<file path="src/rtl/tick_sched_pkg.sv">
// Shared encodings and helpers for the tick scheduler.
// Channel FSM states, config FSM states and a width helper.
package tick_sched_pkg;

  typedef enum logic [1:0] {
    CH_OFF   = 2'd0,
    CH_ARMED = 2'd1,
    CH_RUN   = 2'd2
  } ch_state_t;

  typedef enum logic {
    CFG_IDLE  = 1'b0,
    CFG_APPLY = 1'b1
  } cfg_state_t;

  // Never returns 0 so a single-entry select still has one bit.
  function automatic int clog2(input int n);
    int r;
    r = 0;
    while ((1 << r) < n) r++;
    return (r == 0) ? 1 : r;
  endfunction

endpackage

</file>
<file path="src/rtl/tick_prescaler.sv">
// Free-running prescaler producing the shared base tick.
// Wraps from CLK_FREQ/BASE_FREQ-1 to 0; base_tick marks the last count.
module tick_prescaler
  import tick_sched_pkg::*;
#(
  parameter int CLK_FREQ  = 100_000_000,
  parameter int BASE_FREQ = 1000
) (
  input  logic clk100MHz,
  input  logic rst,
  output logic base_tick
);

  localparam int P = CLK_FREQ / BASE_FREQ;
  localparam int W = clog2(P);
  localparam logic [W-1:0] LAST = W'(P - 1);

  logic [W-1:0] cnt;

  always_ff @(posedge clk100MHz or posedge rst) begin
    if (rst)
      cnt <= '0;
    else if (cnt == LAST)
      cnt <= '0;
    else
      cnt <= cnt + 1'b1;
  end

  assign base_tick = (cnt == LAST);

endmodule

</file>
<file path="src/rtl/tick_scheduler.sv">
// Multi-channel tick scheduler driven by one base-tick prescaler.
// Define TICK_SCHED_ACK_EN for held ticks with tick_ack/overrun ports.
module tick_scheduler
  import tick_sched_pkg::*;
#(
  parameter int CLK_FREQ  = 100_000_000,
  parameter int BASE_FREQ = 1000,
  parameter int N_CH      = 4,
  parameter int DIV_W     = 16
) (
  input  logic                     clk100MHz,
  input  logic                     rst,
  input  logic                     cfg_valid,
  output logic                     cfg_ready,
  input  logic [clog2(N_CH)-1:0]   cfg_ch,
  input  logic [DIV_W-1:0]         cfg_div,
`ifdef TICK_SCHED_ACK_EN
  input  logic [N_CH-1:0]          tick_ack,
  output logic [N_CH-1:0]          overrun,
`endif
  output logic [N_CH-1:0]          tick_out,
  output logic [N_CH-1:0]          ch_active
);

  localparam int CH_W = clog2(N_CH);

  logic             base_tick;
  cfg_state_t       cfg_st;
  cfg_state_t       cfg_nxt;
  logic             live;
  logic             accept;
  logic [CH_W-1:0]  cap_ch;
  logic [DIV_W-1:0] cap_div;

  ch_state_t        st      [N_CH];
  ch_state_t        st_nxt  [N_CH];
  logic [DIV_W-1:0] div     [N_CH];
  logic [DIV_W-1:0] div_nxt [N_CH];
  logic [DIV_W-1:0] cnt     [N_CH];
  logic [DIV_W-1:0] cnt_nxt [N_CH];
  logic [N_CH-1:0]  hit;
  logic [N_CH-1:0]  term;
  logic [N_CH-1:0]  tick_q;

  tick_prescaler #(
    .CLK_FREQ  (CLK_FREQ),
    .BASE_FREQ (BASE_FREQ)
  ) u_pre (
    .clk100MHz (clk100MHz),
    .rst       (rst),
    .base_tick (base_tick)
  );

  assign accept = cfg_valid & cfg_ready;

  always_ff @(posedge clk100MHz or posedge rst) begin
    if (rst) begin
      cfg_st  <= CFG_IDLE;
      live    <= 1'b0;
      cap_ch  <= '0;
      cap_div <= '0;
    end else begin
      cfg_st <= cfg_nxt;
      live   <= 1'b1;
      if (accept) begin
        cap_ch  <= cfg_ch;
        cap_div <= cfg_div;
      end
    end
  end

  always_comb begin
    cfg_nxt = cfg_st;
    unique case (cfg_st)
      CFG_IDLE:  if (accept) cfg_nxt = CFG_APPLY;
      CFG_APPLY: cfg_nxt = CFG_IDLE;
      default:   cfg_nxt = CFG_IDLE;
    endcase
  end

  // live holds ready low until the first clock out of reset
  always_comb begin
    cfg_ready = 1'b0;
    if (cfg_st == CFG_IDLE) cfg_ready = live;
  end

  always_comb begin
    hit     = '0;
    term    = '0;
    st_nxt  = st;
    cnt_nxt = cnt;
    div_nxt = div;
    for (int i = 0; i < N_CH; i++) begin
      hit[i]  = (cfg_st == CFG_APPLY) &&
                (int'(cap_ch) == i);
      term[i] = (st[i] == CH_RUN) && base_tick &&
                (cnt[i] == div[i] - 1'b1);
      if (hit[i]) begin
        div_nxt[i] = cap_div;
        cnt_nxt[i] = '0;
        st_nxt[i]  = (cap_div != '0) ? CH_ARMED
                                     : CH_OFF;
      end else if (base_tick) begin
        unique case (st[i])
          CH_ARMED: begin
            st_nxt[i]  = CH_RUN;
            cnt_nxt[i] = '0;
          end
          CH_RUN:
            cnt_nxt[i] = term[i] ? '0
                                 : cnt[i] + 1'b1;
          default: ;
        endcase
      end
    end
  end

  always_ff @(posedge clk100MHz or posedge rst) begin
    if (rst) begin
      for (int i = 0; i < N_CH; i++) begin
        st[i]  <= CH_OFF;
        cnt[i] <= '0;
        div[i] <= '0;
      end
    end else begin
      st  <= st_nxt;
      cnt <= cnt_nxt;
      div <= div_nxt;
    end
  end

`ifdef TICK_SCHED_ACK_EN
  logic [N_CH-1:0] ovr_q;

  always_ff @(posedge clk100MHz or posedge rst) begin
    if (rst) begin
      tick_q <= '0;
      ovr_q  <= '0;
    end else begin
      tick_q <= term | (tick_q & ~tick_ack);
      ovr_q  <= (ovr_q | (term & tick_q)) & ~hit;
    end
  end

  assign overrun = ovr_q;
`else
  always_ff @(posedge clk100MHz or posedge rst) begin
    if (rst)
      tick_q <= '0;
    else
      tick_q <= term;
  end
`endif

  assign tick_out = tick_q;

  always_comb begin
    ch_active = '0;
    for (int i = 0; i < N_CH; i++)
      ch_active[i] = (st[i] == CH_RUN);
  end

endmodule

</file>
<file path="config.mk">
export PLATFORM = sky130hd
export DESIGN_NAME = tick_scheduler
export DESIGN_NICKNAME = d
export VERILOG_FILES = /design/src/rtl/tick_sched_pkg.sv /design/src/rtl/tick_prescaler.sv /design/src/rtl/tick_scheduler.sv
export SDC_FILE = /design/constraint.sdc
export NUM_CORES = 1
export LEC_CHECK = 0
export CAP_MARGIN = 20
export CORE_UTILIZATION = 53
export CTS_CLUSTER_DIAMETER = 50
export DETAILED_ROUTE_END_ITERATION = 10
export DONT_BUFFER_PORTS = 1
export GPL_ROUTABILITY_DRIVEN = 0
export PLACE_DENSITY_LB_ADDON = 0.08
export RECOVER_POWER = 25
export SLEW_MARGIN = 30
export SYNTH_ARGS = -nofsm -noshare
export SYNTH_HDL_FRONTEND = slang
export SYNTH_SLANG_ARGS = --single-unit
</file>
<file path="constraint.sdc">
create_clock -name clk100MHz -period 5.8 [get_ports clk100MHz]
set_input_delay 0.29 -clock clk100MHz [delete_from_list [all_inputs] [get_ports clk100MHz]]
set_output_delay 0.29 -clock clk100MHz [all_outputs]
set_load 0.005 [all_outputs]
</file>
==> impl_metrics.tcl <==
set metrics [dict create \
    cp_slowest_cell "or4b_2" \
    required_ns 6.12 \
    end_kind "flop" \
    clock_sinks 177 \
    layout-drive-gt1-share_pct 9.52 \
    antenna_cells 0 \
    rsz0062_at_grt "no" \
    gr-total-overflow 0 \
    remaining_drc_errors 0 \
    ctsResizeCount 0 \
    crit_top_cell "o211ai_1" \
    ys_ff_latch 177 \
    grt_pass1_wl_um 40600 \
    io_buffers 0 \
    vias_per_cell 5.90 \
    fmax_mhz 290 \
    synth_edf_count 0 \
    setup_viol 0 \
    htreeDepth 4 \
    ctsRootBufferMaster "clkbuf_16" \
    yosysSeqAreaShare_pct 42.8 \
    fp.dieArea_um2 20100 \
    period_share_pct 59.5 \
    grt_use_met1_pct 36.5 \
    cp.arrival_ns 3.77 \
    final_common_cell "nand2_1" \
    hold_path.class "in2reg" \
    tightest_slew_ns 1.00 \
    ys_types 75 \
    vias 8472 \
    cap_viol_max_count 0 \
    clkLatencyLatePin_ns 0.43 \
    crit_type "reg2reg" \
    layout_common_cells "nand2_1 (250), dfrtp_1 (177), nand3_1 (62), nor2_1 (58), xnor2_1 (58)" \
    crit_path_start_kind "flop" \
    peakVddDrop_mv 0.232 \
    fin_area_um2 11400 \
    fin_setup_tns_ns 0 \
    path_max_fanout 23 \
    synthTopCellsByArea "dfrtp_1 (43%), nand2_1 (9.1%), xnor2_1 (4.9%)" \
    wl_um 24000 \
    grt_max_degree 114 \
    rows 50 \
    powerDensity_nw_per_um2 371 \
    avgRoutedWirePerCell_um 16.7 \
    synth_nets 1195 \
    hold_viol 0 \
    syn-cell-area_um2 10400 \
    core_area_um2 18900 \
    slowest_delay_ns 0.66 \
    grt_use_total_pct 25.5 \
    finalCriticalPeriod_ns 3.45 \
    synth_warnings 0 \
    syn2layout_area_growth_pct 9.98 \
    synth_top_area_cell "dfrtp_1" \
    syn_inst 1165 \
    place_area_um2 10600 \
    met3_usage_pct 4.96 \
    final_antenna_net_count 0 \
    p_leak_uw 0.00501 \
    nets 1194 \
    drtIter0Drc 543 \
    io_pins 30 \
    cts.hold.buffers_added 18 \
    slew_headroom_pct 32.8 \
    outcome "complete, no violations" \
    use_met2_pct 39.3 \
    clock_path_buffers 2 \
    cts_tree "built" \
    dp_hpwl_um 16200 \
    antenna_found_initial 0 \
    clk_pin_slew_ns 0.07 \
    numCtsBuffers 17 \
    drtPass1Iterations 6 \
    fin_worst_skew_ns 0.00981 \
    ys.flop_type "dfrtp_1" \
    cts_setup_buffers 0 \
    drv_slew 0 \
    cp_cell_sequence "inv_1 > ha_1 > or4b_2 > nor3_2 > mux2_2 > nor3b_1 > o211ai_1 > o211ai_1 > buf_4 > nor2_1 > a211o_1" \
    gr-max-usage-layer "met2" \
    die_h_um 142 \
    dp.cells 1386 \
    yosysTopAreaCellShare_pct 42.8 \
    start_util_pct 54.8 \
    postSynth.asyncResetShare_pct 100 \
    dieWidth_um 142 \
    fin_cells 1436 \
    holdWs_ns 0.0345 \
    grt_pass1_vias 7872 \
    avgSynthCellArea_um2 8.89 \
]
## cell usage after synthesis (all sizes together), types with 6 or more instances
| master | instances |
|---|---|
| a21oi | 23 |
| nand3 | 62 |
| xor2 | 40 |
| nor4b | 7 |
| nor3b | 10 |
| or4 | 11 |
| and3 | 22 |
| mux2 | 35 |
| nor4 | 34 |
| nor2 | 59 |
| a211o | 10 |
| o2111ai | 10 |
| clkbuf | 44 |
| buf | 8 |
| nor3 | 33 |
| nand3b | 14 |
| a21o | 7 |
| and2 | 10 |
| nand2b | 6 |
| nor2b | 13 |
| inv | 23 |
| o211ai | 16 |
| o311ai | 7 |
| dfrtp | 177 |
| nand2 | 251 |
| ha | 9 |
| or2 | 12 |
| nand4 | 16 |
| a31oi | 12 |
| xnor2 | 58 |
| or3 | 14 |
| o21ai | 47 |
## cells by family after synthesis
kind of cell | synth area share [%]
buffers and inverters | 2.89
AO/OA/AOI/OAI | 11.7
flip-flops | 42.8
XOR/XNOR | 8.51
adder cells (fa/ha/maj) | 1.09
AND/OR/NAND/NOR | 28.7
other | 0.0362
multiplexers | 4.29
## power by group
group	total [uW]	internal [uW]	switching, uW	leakage [uW]
clock	1200	704	501	0.000293
sequential	1780	1440	343	0.00235
combinational	1240	591	649	0.00237
total	4220	2730	1490	0.00501
## final cells by class
class,instances,area (um^2)
tap,260,325
fill,1674,7510
timing repair buffer,32,289
inverter,24,97.6
clock buffer,20,457
multi-input combinational,912,5630
sequential,177,4430
clock inverter,11,154
## layer usage
metal / wire length, um / up-vias
met5: 0 / -
met4: 307 / 0
met3: 971 / 33
met2: 11000 / 171
met1: 11700 / 4129
li1: - / 4139
## per-stage QoR
stage / power, uW / setup WS [ns] / util, %
final: 4220 / 2.35 / 60.3
after global routing: 4490 / 2.13 / 60.3
after CTS: 4240 / 2.37 / 60.2
after detailed placement: 3010 / 2.39 / 56.0
after global placement: 2990 / 2.45 / 56.0
after floorplan: 2720 / 0.708 / -
## final timing paths
check,from,endpoint,slack (ns),depth (start not counted)
worst max-delay path,div[32],cnt[43],2.35,11
worst min-delay path,cfg_div[15],cap_div[15],0.03,2
worst max register to register,div[32],cnt[43],2.35,11
worst min register to register,u_pre.cnt[0],u_pre.cnt[0],0.49,1
max in group asynchronous,rst,cnt[57],3.94,3
min in group asynchronous,rst,tick_out[2],0.53,2
## critical path, delay by kind of cell, from the launching register on
kind	cells	cell delay, ns
simple gates	4	1.22
compound gates	3	0.65
flops	1	0.42
buf+inv	2	0.37
mux	1	0.37
fa+ha+maj	1	0.30
## flip-flops by register name (all words and copies together), names as in the netlist
signal     flops
cnt           64
div           64
u_pre.cnt     17
cap_div       16
st             8
tick_out       4
cap_ch         2
cfg_st         1
live           1
Power figures use the tool's default switching activity.
